[src/rtl/time_ascii_tx.sv]
// time_ascii_tx: snapshots the displayed time and sends "HH:MM:SS.CC" to the UART TX.
// Define TIME_TX_CRLF_EN to append CR LF to every frame.
module time_ascii_tx (
  input  logic       clk,
  input  logic       rst,
  input  logic       i_start,
  input  logic [6:0] msec,
  input  logic [5:0] sec,
  input  logic [5:0] min,
  input  logic [4:0] hour,
  input  logic       tx_busy,
  input  logic       tx_done,
  output logic       tx_start,
  output logic [7:0] tx_data,
  output logic       o_busy,
  output logic       o_done
);

  localparam logic [7:0] SEP_HMS  = 8'h3A;
  localparam logic [7:0] SEP_FRAC = 8'h2E;
`ifdef TIME_TX_CRLF_EN
  localparam logic [3:0] LAST = 4'd12;
`else
  localparam logic [3:0] LAST = 4'd10;
`endif

  typedef enum logic [1:0] {IDLE, SEND, WAIT} state_t;

  state_t     state, state_nx;
  logic [3:0] idx, idx_nx;
  logic [4:0] snap_h;
  logic [5:0] snap_m;
  logic [5:0] snap_s;
  logic [6:0] snap_c;
  logic       load;
  logic       start_nx;
  logic       done_nx;
  logic [7:0] byte_sel;

  // Tens saturate at 9 so out-of-range values still map to '0'..'9'.
  function automatic logic [7:0] tens_ch(input logic [6:0] v);
    logic [6:0] q;
    q = v / 7'd10;
    if (q > 7'd9) q = 7'd9;
    return 8'h30 + {1'b0, q};
  endfunction

  function automatic logic [7:0] ones_ch(input logic [6:0] v);
    return 8'h30 + {1'b0, v % 7'd10};
  endfunction

  always_comb begin
    byte_sel = 8'h00;
    case (idx)
      4'd0:    byte_sel = tens_ch({2'b00, snap_h});
      4'd1:    byte_sel = ones_ch({2'b00, snap_h});
      4'd2:    byte_sel = SEP_HMS;
      4'd3:    byte_sel = tens_ch({1'b0, snap_m});
      4'd4:    byte_sel = ones_ch({1'b0, snap_m});
      4'd5:    byte_sel = SEP_HMS;
      4'd6:    byte_sel = tens_ch({1'b0, snap_s});
      4'd7:    byte_sel = ones_ch({1'b0, snap_s});
      4'd8:    byte_sel = SEP_FRAC;
      4'd9:    byte_sel = tens_ch(snap_c);
      4'd10:   byte_sel = ones_ch(snap_c);
`ifdef TIME_TX_CRLF_EN
      4'd11:   byte_sel = 8'h0D;
      4'd12:   byte_sel = 8'h0A;
`endif
      default: byte_sel = 8'h00;
    endcase
  end

  always_ff @(posedge clk or posedge rst) begin
    if (rst) begin
      state    <= IDLE;
      idx      <= 4'd0;
      tx_start <= 1'b0;
      tx_data  <= 8'h00;
      o_done   <= 1'b0;
      snap_h   <= '0;
      snap_m   <= '0;
      snap_s   <= '0;
      snap_c   <= '0;
    end else begin
      state    <= state_nx;
      idx      <= idx_nx;
      tx_start <= start_nx;
      o_done   <= done_nx;
      if (start_nx) tx_data <= byte_sel;
      if (load) begin
        snap_h <= hour;
        snap_m <= min;
        snap_s <= sec;
        snap_c <= msec;
      end
    end
  end

  always_comb begin
    state_nx = state;
    unique case (state)
      IDLE: if (i_start) state_nx = SEND;
      SEND: if (!tx_busy) state_nx = WAIT;
      WAIT: begin
        if (tx_done) state_nx = (idx == LAST) ? IDLE : SEND;
      end
      default: state_nx = IDLE;
    endcase
  end

  always_comb begin
    load     = 1'b0;
    start_nx = 1'b0;
    done_nx  = 1'b0;
    idx_nx   = idx;
    o_busy   = (state != IDLE);
    unique case (state)
      IDLE: begin
        if (i_start) begin
          load   = 1'b1;
          idx_nx = 4'd0;
        end
      end
      SEND: start_nx = !tx_busy;
      WAIT: begin
        if (tx_done) begin
          if (idx == LAST) begin
            done_nx = 1'b1;
            idx_nx  = 4'd0;
          end else begin
            idx_nx = idx + 4'd1;
          end
        end
      end
      default: idx_nx = 4'd0;
    endcase
  end

endmodule
[config.mk]
export PLATFORM = sky130hd
export DESIGN_NAME = time_ascii_tx
export DESIGN_NICKNAME = d
export VERILOG_FILES = /design/src/rtl/time_ascii_tx.sv
export SDC_FILE = /design/constraint.sdc
export NUM_CORES = 1
export LEC_CHECK = 0
export CAP_MARGIN = 0
export CORE_MARGIN = 2
export CORE_UTILIZATION = 50
export CTS_BUF_LIST = sky130_fd_sc_hd__clkbuf_8
export CTS_CLUSTER_SIZE = 40
export DETAILED_ROUTE_END_ITERATION = 16
export GPL_TIMING_DRIVEN = 0
export PLACE_DENSITY = 0.73
export SLEW_MARGIN = 20
export SYNTH_ARGS = -nofsm -noshare
export SYNTH_HDL_FRONTEND = slang
export SYNTH_SLANG_ARGS = --single-unit
[constraint.sdc]
create_clock -name clk -period 3.5 [get_ports clk]
set_input_delay 1.05 -clock clk [delete_from_list [all_inputs] [get_ports clk]]
set_output_delay 1.05 -clock clk [all_outputs]
set_load 0.1 [all_outputs]
==> results of run 1 <==
[Yosys cell counts (all sizes together), types with 3 or more instances]
| cell type | number |
|---|---|
| clkbuf | 23 |
| a22oi | 4 |
| inv | 15 |
| a21o | 5 |
| nor3b | 6 |
| or2 | 3 |
| or3 | 3 |
| a221o | 3 |
| nand4bb | 3 |
| or3b | 3 |
| a221oi | 5 |
| nand3b | 6 |
| xnor2 | 8 |
| ha | 9 |
| a211oi | 7 |
| nand2 | 39 |
| and3b | 3 |
| o221ai | 3 |
| mux2i | 4 |
| a211o | 3 |
| and3 | 3 |
| nor2b | 9 |
| o211ai | 8 |
| a31oi | 8 |
| nor3 | 10 |
| dfrtp | 40 |
| mux2 | 20 |
| o31ai | 7 |
| buf | 11 |
| nor2 | 31 |
| o21ai | 43 |
| a21oi | 26 |
| o22ai | 6 |
| nor4b | 3 |
| nand2b | 21 |
[layer usage]
metal	wire (um)	up-vias	GRT usage, %
li1	-	1721	-
met1	4430	1696	34.5
met2	4530	136	41.4
met3	559	17	3.64
met4	209	0	7.58
met5	0	-	0
[report_power, final]
part	internal (uW)	leakage [uW]	switching (uW)
Combinational	1340	0.00114	2020
Clock	211	0.0000541	193
Sequential	659	0.000498	207
Total	2210	0.00169	2420
[worst paths after layout]
path                       depth (start not counted)  slack (ns)       start    endpoint
hold / removal                                     1        0.51  tx_data[0]  tx_data[0]
hold reg to reg                                    1        0.51  tx_data[0]  tx_data[0]
setup / recovery                                  15        0.15   snap_h[2]  tx_data[6]
setup reg to reg                                  15        0.15   snap_h[2]  tx_data[6]
min in group asynchronous                          2        1.06         rst   snap_h[2]
max in group asynchronous                          3        1.96         rst      idx[3]
[through the flow]
step / total power [uW] / area (um^2) / setup TNS (ns)
detailed placement: 3980 / 4110 / -0.617
global route: 4970 / 4320 / -0.0189
global placement: 3900 / 4080 / -0.282
CTS: 4440 / 4250 / 0
finish: 4630 / 4320 / 0
floorplan: 3290 / 3570 / 0
[registers in the layout, indices dropped and copies added (netlist names)]
register	flops
snap_s	6
idx	4
snap_c	7
snap_h	5
state	2
tx_data	8
snap_m	6
tx_start	1
o_done	1
[cell families (layout without fill, tap and decap cells)]
kind of cell	count (synthesis)	after routing	share of synthesized area (%)
AO/OA/AOI/OAI	150	150	28.6
adder cells (fa/ha/maj)	10	10	3.43
XOR/XNOR	10	10	2.45
flip-flops	40	40	28.0
AND/OR/NAND/NOR	153	153	24.4
multiplexers	24	24	7.42
buffers and inverters	49	101	5.67
[worst max-delay path, cell delays in order, from the launching register on]
cell and delay [ns]:
dfrtp_1 0.37, buf_4 0.16, buf_4 0.18, or2_2 0.30, ha_1 0.21, clkbuf_4 0.19
a41oi_2 0.21, a21oi_2 0.11, ha_1 0.22, nand2b_1 0.15, a311oi_2 0.26, o22ai_1 0.12
mux2i_1 0.15, nand3b_4 0.18, o21a_1 0.19, a221o_1 0.26
[what timing repair did]
action | 4_1_cts | 5_1_grt
cloned | 0 | 0
endpoints found under the setup margin | 4 | 5
pin swaps | 0 | 2
gates resized for setup | 6 | 16
setup buffers | 1 | 5
[layout make-up]
type                    instances  area share, %
clock inverters                 3          0.984
multi-input cells             347           56.0
plain buffers                  32           3.47
well taps                      96           2.78
repair buffers                 46           10.7
clock buffers                   5           1.59
flip-flops and latches         40           23.2
inverters                      15           1.30
==> metrics.md, run 1 <==
| Metric | Value |
|---|---|
| Setup Crit Path Kind | reg -> reg |
| Clock buffers created by TritonCTS | 5 |
| Overflow left after global routing | 0 |
| Number of design rule violations left after detail routing | 0 |
| Register clock-pin slew on the reported worst setup and hold paths | 0.09 ns |
| Share of flip-flops with an asynchronous set or reset | 100% |
| Most frequent cells in the layout | 42 x o21ai_0, 40 x dfrtp_1, 39 x clkdlybuf4s50_1, 38 x nand2_1, 29 x nor2_1 |
| Pwr per Cell Area | 1070 mW/mm^2 |
| Register cell area after layout | 0.00100 mm^2 |
| Top flip-flop cell by instance count after synthesis | dfrtp_1 |
| Fraction of layout instances using a drive strength above 1 | 15.8% |
| Combined global-route utilization of all metal layers | 25.2% |
| Final-report max-slew violation count | 0 |
| Crit path max fanout | 10 |
| Number of antenna violations at the first check in global routing | 0 |
| Number of top-level pins | 40 |
| Sequential-to-total area share from yosys stat | 28.0% |
| Largest vdd supply drop | 0.507 mV |
| Final clock period utilization by the worst path | 95.8% |
| Synth Cell Area | 0.00357 mm^2 |
| Run status | complete, no violations |
| Area of the die | 0.00784 mm^2 |
| TritonCTS sink count | 40 |
| Yosys reg bits | 40 |
| Final critical path time including I/O delays and setup | 3.35 ns |
| Via count normalized by instance count | 6.11 |
| Transition at the pin with the smallest max-transition slack | 0.975 ns |
| Clock Root Buffer | clkbuf_8 |
| Proportion of netlist area held by the largest area contributor | 28.0% |
| Count of unique library cells instantiated by Yosys | 75 |
| Area growth from synthesis to layout | 21.0% |
| Mean instance size in the synthesized netlist | 8.20 um^2 |
| Worst Skew | 0.0103 ns |
| Post-detailed-routing wire length | 9730 um |
| H-tree Lvls | 2 |
| Gate Count Post-Synth | 436 |
| Dominant cells by area after synthesis | dfrtp_1 28%, mux2_2 6.3%, o21ai_0 5.9% |
| Number of core rows | 30 |
| Initial DRT Pass Iterations | 6 |
| Final core utilization | 62.9% |
| Multi-input combinational cell area | 0.00242 mm^2 |
| Initial drt markers | 237 |
| Largest net degree at the start of global routing | 22 |
| First-pass GRT wire length | 15300 um |
| Maximum clock frequency | 298 MHz |
| Insertion delay to the later sink of the worst-skew pair | 0.31 ns |
| Max Cap Violations | 0 |
| Total core area | 0.00687 mm^2 |
| Die H | 88.5 um |
| Via count of the first global-routing pass | 3172 |
| RSZ-0062 raised after global routing | true |
| CP Capture Type | register |
| Placer Congestion | 0.948 |
| Most common library cell in the layout ignoring fill and taps | o21ai_0 |
| Post-route setup slack | 0.147 ns |
| Yosys warning total | 0 |
| Worst-case setup slack after placement | -0.278 ns |
| Via count | 3570 |
| Required time at the endpoint of the critical path | 3.69 ns |
| Fill cells | 635 |
| Detailed-route wire length per cell | 16.7 um |
| Worst hold slack after final layout | 0.506 ns |
| Data arrival time of the worst path | 3.55 ns |
| Die width | 88.5 um |
| Antenna Violating Nets Remaining | 0 |
| Worst min-delay path category | reg -> reg |
| Rel. slew slack | 34.8% |
| Count of inserted antenna diode cells | 0 |
| Post-CTS Hold Fix Bufs | 0 |
| Initial Utilization | 52.0% |
| Critical path startpoint category | register |
| Final HPWL from detailed placement | 7260 um |
| Number of endpoints with negative hold slack in the final report | 0 |
| CTS tree | yes |
| Final layout net count | 525 |
| Post-synthesis net count | 474 |
| Number of synthesized flops with an enable pin | 0 |
| PortBufs | 39 |
| Number of buffers on the longest clock path | 2 |
| Placed instance count | 572 |
| Leakage | 0.00169 uW |
| Library cell with the largest summed area after synthesis | dfrtp_1 |
| Number of failing setup endpoints in the final timing report | 0 |
| Cell Count, Final, Fillers Out | 584 |
Power figures use the tool's default switching activity.
==> run 2, diff against run 1 <==
--- a/config.mk
+++ b/config.mk
@@ -6,7 +6,6 @@
 export NUM_CORES = 1
 export LEC_CHECK = 0
 export CAP_MARGIN = 0
-export CORE_MARGIN = 2
 export CORE_UTILIZATION = 50
 export CTS_BUF_LIST = sky130_fd_sc_hd__clkbuf_8
 export CTS_CLUSTER_SIZE = 40
==> run 2 against run 1 <==
Combinational power barely moved. Critical endpoint unchanged. Clock skew fell by 0.00057 ns. Worst hold slack worse by 0.0096 ns. Sequential share of layout area about the same. Largest cell class unchanged.
==> metrics.md, run 2 (synthesized netlist as in run 1, its figures left out) <==
| Metric | Value |
|---|---|
| Total core area | 0.00683 mm^2 (was 0.00687 mm^2) |
| CTS tree | yes (unchanged) |
| CP Capture Type | register (unchanged) |
| Detailed-route wire length per cell | 16.5 um (was 16.7 um) |
| Number of endpoints with negative hold slack in the final report | 0 (unchanged) |
| Register with the most flip-flops | tx_data (unchanged) |
| Rel. slew slack | 35.2% (was 34.8%) |
| End of the worst register-to-register path | tx_data[6] (unchanged) |
| Final layout net count | 523 (was 525) |
| TritonCTS sink count | 40 (unchanged) |
| Initial Utilization | 52.3% (was 52.0%) |
| Met2 track demand over resource | 43.2% (was 41.4%) |
| Most common library cell in the layout ignoring fill and taps | o21ai_0 (unchanged) |
| Worst Skew | 0.00974 ns (was 0.0103 ns) |
| Number of top-level pins | 40 (unchanged) |
| Number of core rows | 30 (unchanged) |
| Final-report max-slew violation count | 0 (unchanged) |
| Largest net degree at the start of global routing | 23 (was 22) |
| Number of flip-flops under the largest register name | 8 (unchanged) |
| Most frequent cells in the layout | 42 x o21ai_0, 40 x dfrtp_1, 39 x clkdlybuf4s50_1, 38 x nand2_1, 29 x nor2_1 (unchanged) |
| Leakage | 0.00169 uW (about the same) |
| Maximum clock frequency | 303 MHz (was 298 MHz) |
| Clock buffers created by TritonCTS | 5 (unchanged) |
| Die width | 86.5 um (was 88.5 um) |
| Worst Hold Path Cells | 1 (unchanged) |
| Number of failing setup endpoints in the final timing report | 0 (unchanged) |
| Via count | 3588 (was 3570) |
| Insertion delay to the later sink of the worst-skew pair | 0.30 ns (was 0.31 ns) |
| Critical path startpoint category | register (unchanged) |
| Initial DRT Pass Iterations | 5 (was 6) |
| Die H | 86.5 um (was 88.5 um) |
| Global routing usage on met1 | 37.9% (was 34.5%) |
| Count of inserted antenna diode cells | 0 (unchanged) |
| Final clock period utilization by the worst path | 94.4% (was 95.8%) |
| Worst min-delay path category | reg -> reg (unchanged) |
| Fraction of layout instances using a drive strength above 1 | 16.3% (was 15.8%) |
| Largest vdd supply drop | 0.582 mV (was 0.507 mV) |
| Combined global-route utilization of all metal layers | 26.9% (was 25.2%) |
| H-tree Lvls | 2 (unchanged) |
| Critical-path top delay cell | o31ai_2 (was dfrtp_1) |
| Data arrival time of the worst path | 3.49 ns (was 3.55 ns) |
| Hold Path End | tx_data[0] (unchanged) |
| Register clock-pin slew on the reported worst setup and hold paths | 0.09 ns (about the same) |
| Cell Count, Final, Fillers Out | 582 (was 584) |
| Final critical path time including I/O delays and setup | 3.30 ns (was 3.35 ns) |
| Pwr per Cell Area | 1060 mW/mm^2 (was 1070 mW/mm^2) |
| Max Cap Violations | 0 (unchanged) |
| Top Registers | tx_data x8, snap_c x7 (unchanged) |
| Placed instance count | 572 (unchanged) |
| Launch instance of the worst register-to-register path | snap_h[2] (unchanged) |
| Setup Crit Path Kind | reg -> reg (unchanged) |
| First-pass GRT wire length | 16000 um (was 15300 um) |
| Busiest metal layer after global routing | met2 (unchanged) |
| RSZ-0062 raised after global routing | true (unchanged) |
| Overflow left after global routing | 0 (unchanged) |
| Final HPWL from detailed placement | 7300 um (was 7260 um) |
| Area of the die | 0.00749 mm^2 (was 0.00784 mm^2) |
| Number of design rule violations left after detail routing | 0 (unchanged) |
| Worst setup slack for register-to-register paths | 0.20 ns (was 0.15 ns) |
| Run status | complete, no violations (unchanged) |
| Worst-case reg-to-reg path depth | 13 (was 15) |
| Via count of the first global-routing pass | 3228 (was 3172) |
| Worst-case setup slack after placement | -0.232 ns (was -0.278 ns) |
| Met3 layer usage reported by global route | 3.24% (was 3.64%) |
| Via count normalized by instance count | 6.16 (was 6.11) |
| Hold_sp | tx_data[0] (unchanged) |
| Number of antenna violations at the first check in global routing | 0 (unchanged) |
| Placer Congestion | 0.966 (was 0.948) |
| PortBufs | 39 (unchanged) |
| Antenna Violating Nets Remaining | 0 (unchanged) |
| Clock Root Buffer | clkbuf_8 (unchanged) |
| Required time at the endpoint of the critical path | 3.69 ns (about the same) |
| Final core utilization | 63.2% (was 62.9%) |
| Critical path, cell by cell | buf_4 > clkbuf_4 > or2_2 > ha_2 > clkbuf_4 > a41oi_2 > a21oi_2 > ha_1 > nor2_1 > nor2_2 > o31ai_2 > nor2_2 > a221o_1 (was buf_4 > buf_4 > or2_2 > ha_1 > clkbuf_4 > a41oi_2 > a21oi_2 > ha_1 > nand2b_1 > a311oi_2 > o22ai_1 > mux2i_1 > nand3b_4 > o21a_1 > a221o_1) |
| Area growth from synthesis to layout | 20.9% (was 21.0%) |
| Critical path launch point | snap_h[2] (unchanged) |
| Critical path's largest stage delay | 0.49 ns (was 0.37 ns) |
| Crit path max fanout | 10 (unchanged) |
| Number of buffers on the longest clock path | 2 (unchanged) |
| Post-detailed-routing wire length | 9600 um (was 9730 um) |
| Transition at the pin with the smallest max-transition slack | 0.969 ns (was 0.975 ns) |
| Initial drt markers | 181 (was 237) |
| Post-route setup slack | 0.198 ns (was 0.147 ns) |
[run 2: changes by cell type in the layout (fill, tap and decap cells not counted), sizes merged]
cell	before	now
clkinvlp	1	0
inv	15	16
buf	19	16
clkbuf	25	27
bufinv	1	0
[run 2: area by class of cell]
class	count	area [um^2]
Fill cell	623	2510
Sequential cell	40	1000
Multi-Input combinational cell	347	2450
Clock inverter	2	13.8
Clock buffer	6	82.6
Timing Repair Buffer	44	448
Tap cell	96	120
Inverter	15	56.3
Buffer	32	150
[run 2: worst max path at each step]
stage | slack, ns | cells past startpoint | end
floorplan | 0.18 | 15 | tx_data[6]
global placement | -0.17 | 13 | tx_data[6]
detailed placement | -0.23 | 15 | tx_data[6]
CTS | 0.01 | 13 | tx_data[6]
global route | -0.04 | 13 | tx_data[6]
finish | 0.20 | 13 | tx_data[6]
[run 2: critical path, delay by kind of cell (launching register included)]
kind,cells,cell delay [ns]
AOI/OAI and AO/OA,4,1.09
and+or+nand+nor,4,0.77
buffers and inverters,3,0.53
adders and majority gates,2,0.42
DFF,1,0.37
[run 2: power by group]
part	total (uW)	internal [uW]	leakage [uW]	switching [uW]
Combinational	3350	1330	0.00114	2020
Clock	342	162	0.0000516	181
Sequential	866	659	0.000498	207
[run 2: layer usage]
metal  routed length (um)  up-vias
met4                  212        0
met2                 4460      145
met1                 4330     1719
met5                    0        -
li1                     -     1708
met3                  598       16
[run 2: stage by stage]
stage	TNS (ns)	hold WS, ns	power [uW]	area, um^2
3_5_place_dp	-0.448	0.472	4000	4110
3_3_place_gp	-0.216	0.463	3920	4080
2_1_floorplan	0	0.495	3290	3570
5_1_grt	-0.0397	0.502	4920	4320
6_report	0	0.496	4560	4320
4_1_cts	0	0.493	4390	4230
[run 2: repair_timing]
action / 4_1_cts / 5_1_grt
setup buffers: 1 / 3
hold buffers: 0 / 0
resized for setup: 5 / 21
pin swaps: 0 / 3
setup endpoints to repair: 4 / 5
==> run 3, diff against run 2 <==
--- a/config.mk
+++ b/config.mk
@@ -12,7 +12,6 @@
 export DETAILED_ROUTE_END_ITERATION = 16
 export GPL_TIMING_DRIVEN = 0
 export PLACE_DENSITY = 0.73
-export SLEW_MARGIN = 20
 export SYNTH_ARGS = -nofsm -noshare
 export SYNTH_HDL_FRONTEND = slang
 export SYNTH_SLANG_ARGS = --single-unit
==> run 3 against run 2 <==
Worst setup slack got worse by 0.051 ns. Critical path depth increased by 2. Via count decreased by 0.20%. Critical endpoint unchanged.
==> metrics.md, run 3 (synthesized netlist as in run 1, its figures left out) <==
| Metric | Value |
|---|---|
| Run status | complete, no violations (unchanged) |
| Placer Congestion | 0.966 (unchanged) |
| Top Registers | tx_data x8, snap_c x7 (unchanged) |
| Number of flip-flops under the largest register name | 8 (unchanged) |
| Die H | 86.5 um (unchanged) |
| Comb pwr share | 73.4% (was 73.5%) |
| Critical-path top delay cell | dfrtp_1 (was o31ai_2) |
| Placed instance count | 571 (was 572) |
| Final design instance area without fill | 0.00429 mm^2 (was 0.00432 mm^2) |
| CTS tree | yes (unchanged) |
| Reg power frac | 19.1% (was 19.0%) |
| Overflow left after global routing | 0 (unchanged) |
| TritonCTS sink count | 40 (unchanged) |
| First-pass GRT wire length | 16000 um (about the same) |
| CP Capture Type | register (unchanged) |
| Fraction of layout instances using a drive strength above 1 | 15.6% (was 16.3%) |
| Number of core rows | 30 (unchanged) |
| Final HPWL from detailed placement | 7150 um (was 7300 um) |
| Crit path max fanout | 10 (unchanged) |
| Post-detailed-routing wire length | 9810 um (was 9600 um) |
| Final critical path time including I/O delays and setup | 3.35 ns (was 3.30 ns) |
| Worst Hold Path Cells | 1 (unchanged) |
| Largest vdd supply drop | 0.452 mV (was 0.582 mV) |
| Initial Utilization | 52.3% (unchanged) |
| Number of endpoints with negative hold slack in the final report | 0 (unchanged) |
| Worst-case reg-to-reg path depth | 15 (was 13) |
| Post-route setup slack | 0.146 ns (was 0.198 ns) |
| Via count of the first global-routing pass | 3210 (was 3228) |
| Hold_sp | tx_data[0] (unchanged) |
| Total core area | 0.00683 mm^2 (unchanged) |
| Count of inserted antenna diode cells | 0 (unchanged) |
| Hold Path End | tx_data[0] (unchanged) |
| Worst setup slack for register-to-register paths | 0.15 ns (was 0.20 ns) |
| Critical path, cell by cell | buf_4 > clkbuf_4 > or2_2 > ha_1 > buf_4 > a41oi_4 > a21oi_2 > ha_1 > nand2b_1 > a311oi_1 > o22ai_1 > mux2i_1 > nand3b_4 > o21a_1 > a221o_1 (was buf_4 > clkbuf_4 > or2_2 > ha_2 > clkbuf_4 > a41oi_2 > a21oi_2 > ha_1 > nor2_1 > nor2_2 > o31ai_2 > nor2_2 > a221o_1) |
| Clock Root Buffer | clkbuf_8 (unchanged) |
| Leakage | 0.00168 uW (was 0.00169 uW) |
| Number of buffers on the longest clock path | 2 (unchanged) |
| Rel. slew slack | 34.9% (was 35.2%) |
| Clock buffers created by TritonCTS | 5 (unchanged) |
| Required time at the endpoint of the critical path | 3.69 ns (about the same) |
| PortBufs | 39 (unchanged) |
| Register clock-pin slew on the reported worst setup and hold paths | 0.09 ns (about the same) |
| Cell Count, Final, Fillers Out | 582 (unchanged) |
| Via count | 3581 (was 3588) |
| Most frequent cells in the layout | 41 x o21ai_0, 40 x dfrtp_1, 39 x clkdlybuf4s50_1, 38 x nand2_1, 29 x nor2_1 (was 42 x o21ai_0, 40 x dfrtp_1, 39 x clkdlybuf4s50_1, 38 x nand2_1, 29 x nor2_1) |
| Largest net degree at the start of global routing | 41 (was 23) |
| Detailed-route wire length per cell | 16.9 um (was 16.5 um) |
| End of the worst register-to-register path | tx_data[6] (unchanged) |
| Final layout net count | 523 (unchanged) |
| H-tree Lvls | 2 (unchanged) |
| Critical path startpoint category | register (unchanged) |
| Launch instance of the worst register-to-register path | snap_h[2] (unchanged) |
| Combined global-route utilization of all metal layers | 26.9% (about the same) |
| Worst-case setup slack after placement | -0.245 ns (was -0.232 ns) |
| Critical path's largest stage delay | 0.37 ns (was 0.49 ns) |
| Antenna Violating Nets Remaining | 0 (unchanged) |
| Number of failing setup endpoints in the final timing report | 0 (unchanged) |
| Number of top-level pins | 40 (unchanged) |
| Register with the most flip-flops | tx_data (unchanged) |
| Instance area after placement | 0.00408 mm^2 (was 0.00411 mm^2) |
| Reported net switching power | 2430 uW (was 2410 uW) |
| Final-report max-slew violation count | 0 (unchanged) |
| Switching Share | 53.1% (was 52.8%) |
| Most common library cell in the layout ignoring fill and taps | o21ai_0 (unchanged) |
| Insertion delay to the later sink of the worst-skew pair | 0.30 ns (about the same) |
| Via count normalized by instance count | 6.15 (was 6.16) |
| Pwr per Cell Area | 1070 mW/mm^2 (was 1060 mW/mm^2) |
| Final core utilization | 62.9% (was 63.2%) |
| Worst min-delay path category | reg -> reg (unchanged) |
| Area of the die | 0.00749 mm^2 (unchanged) |
| Clock group share of total power | 7.5% (about the same) |
| Area growth from synthesis to layout | 20.2% (was 20.9%) |
| Number of design rule violations left after detail routing | 0 (unchanged) |
| Data arrival time of the worst path | 3.54 ns (was 3.49 ns) |
| Transition at the pin with the smallest max-transition slack | 0.973 ns (was 0.969 ns) |
| Setup Crit Path Kind | reg -> reg (unchanged) |
| Worst Skew | 0.00704 ns (was 0.00974 ns) |
| Critical path launch point | snap_h[2] (unchanged) |
| Maximum clock frequency | 298 MHz (was 303 MHz) |
| Internal power consumption | 2150 uW (about the same) |
| Initial DRT Pass Iterations | 5 (unchanged) |
| Die width | 86.5 um (unchanged) |
| Initial drt markers | 169 (was 181) |
| Post-CTS Hold Fix Bufs | 0 (unchanged) |
| Number of antenna violations at the first check in global routing | 0 (unchanged) |
| Setup TNS | 0 ns (unchanged) |
| Max Cap Violations | 0 (unchanged) |
| Final clock period utilization by the worst path | 95.8% (was 94.4%) |
run 3: how the worst max path moves through the flow:
stage	to	slack, ns	depth (start not counted)
final	tx_data[6]	0.15	15
after global routing	tx_data[6]	-0.004	13
after CTS	tx_data[6]	0.01	13
after detailed placement	tx_data[6]	-0.24	15
after global placement	tx_data[6]	-0.17	13
after floorplan	tx_data[6]	0.18	15
run 3: power groups by stage:
stage	clock, uW	combinational [uW]	sequential (uW)
finish	343	3360	872
global route	364	3650	902
CTS	346	3180	850
detailed placement	0	3130	859
global placement	0	3070	852
floorplan	0	2210	1080
run 3: cell type report:
type	instances	area, um^2
buffer	32	151
fill	618	2540
sequential	40	1000
tap	96	120
multi-input combinational	347	2440
timing repair buffer	44	428
inverter	15	56.3
clock inverter	2	13.8
clock buffer	6	82.6
run 3: timing repair:
item | 4_1_cts | 5_1_grt
buffers inserted | 1 | 4
setup endpoints to repair | 4 | 5
pin swaps | 0 | 4
gates resized for setup | 5 | 22
run 3: through the flow:
step	hold WS, ns	total power (uW)
floorplan	0.495	3290
global placement	0.463	3920
detailed placement	0.472	3990
CTS	0.493	4380
global route	0.502	4920
finish	0.493	4580
run 3: worst max-delay path, delay by kind of cell (launching register included):
kind	cells	cell delay (ns)
buf+inv	3	0.53
fa+ha+maj	2	0.43
flops	1	0.37
mux	1	0.14
compound gates	6	1.15
simple gates	3	0.62
run 3: per-layer routing:
layer / GRT usage (%) / share of wire, %
met5: 0 / 0
met2: 44.7 / 47
met1: 38.1 / 48
met3: 3.14 / 4.5
met4: 4.85 / 1.0
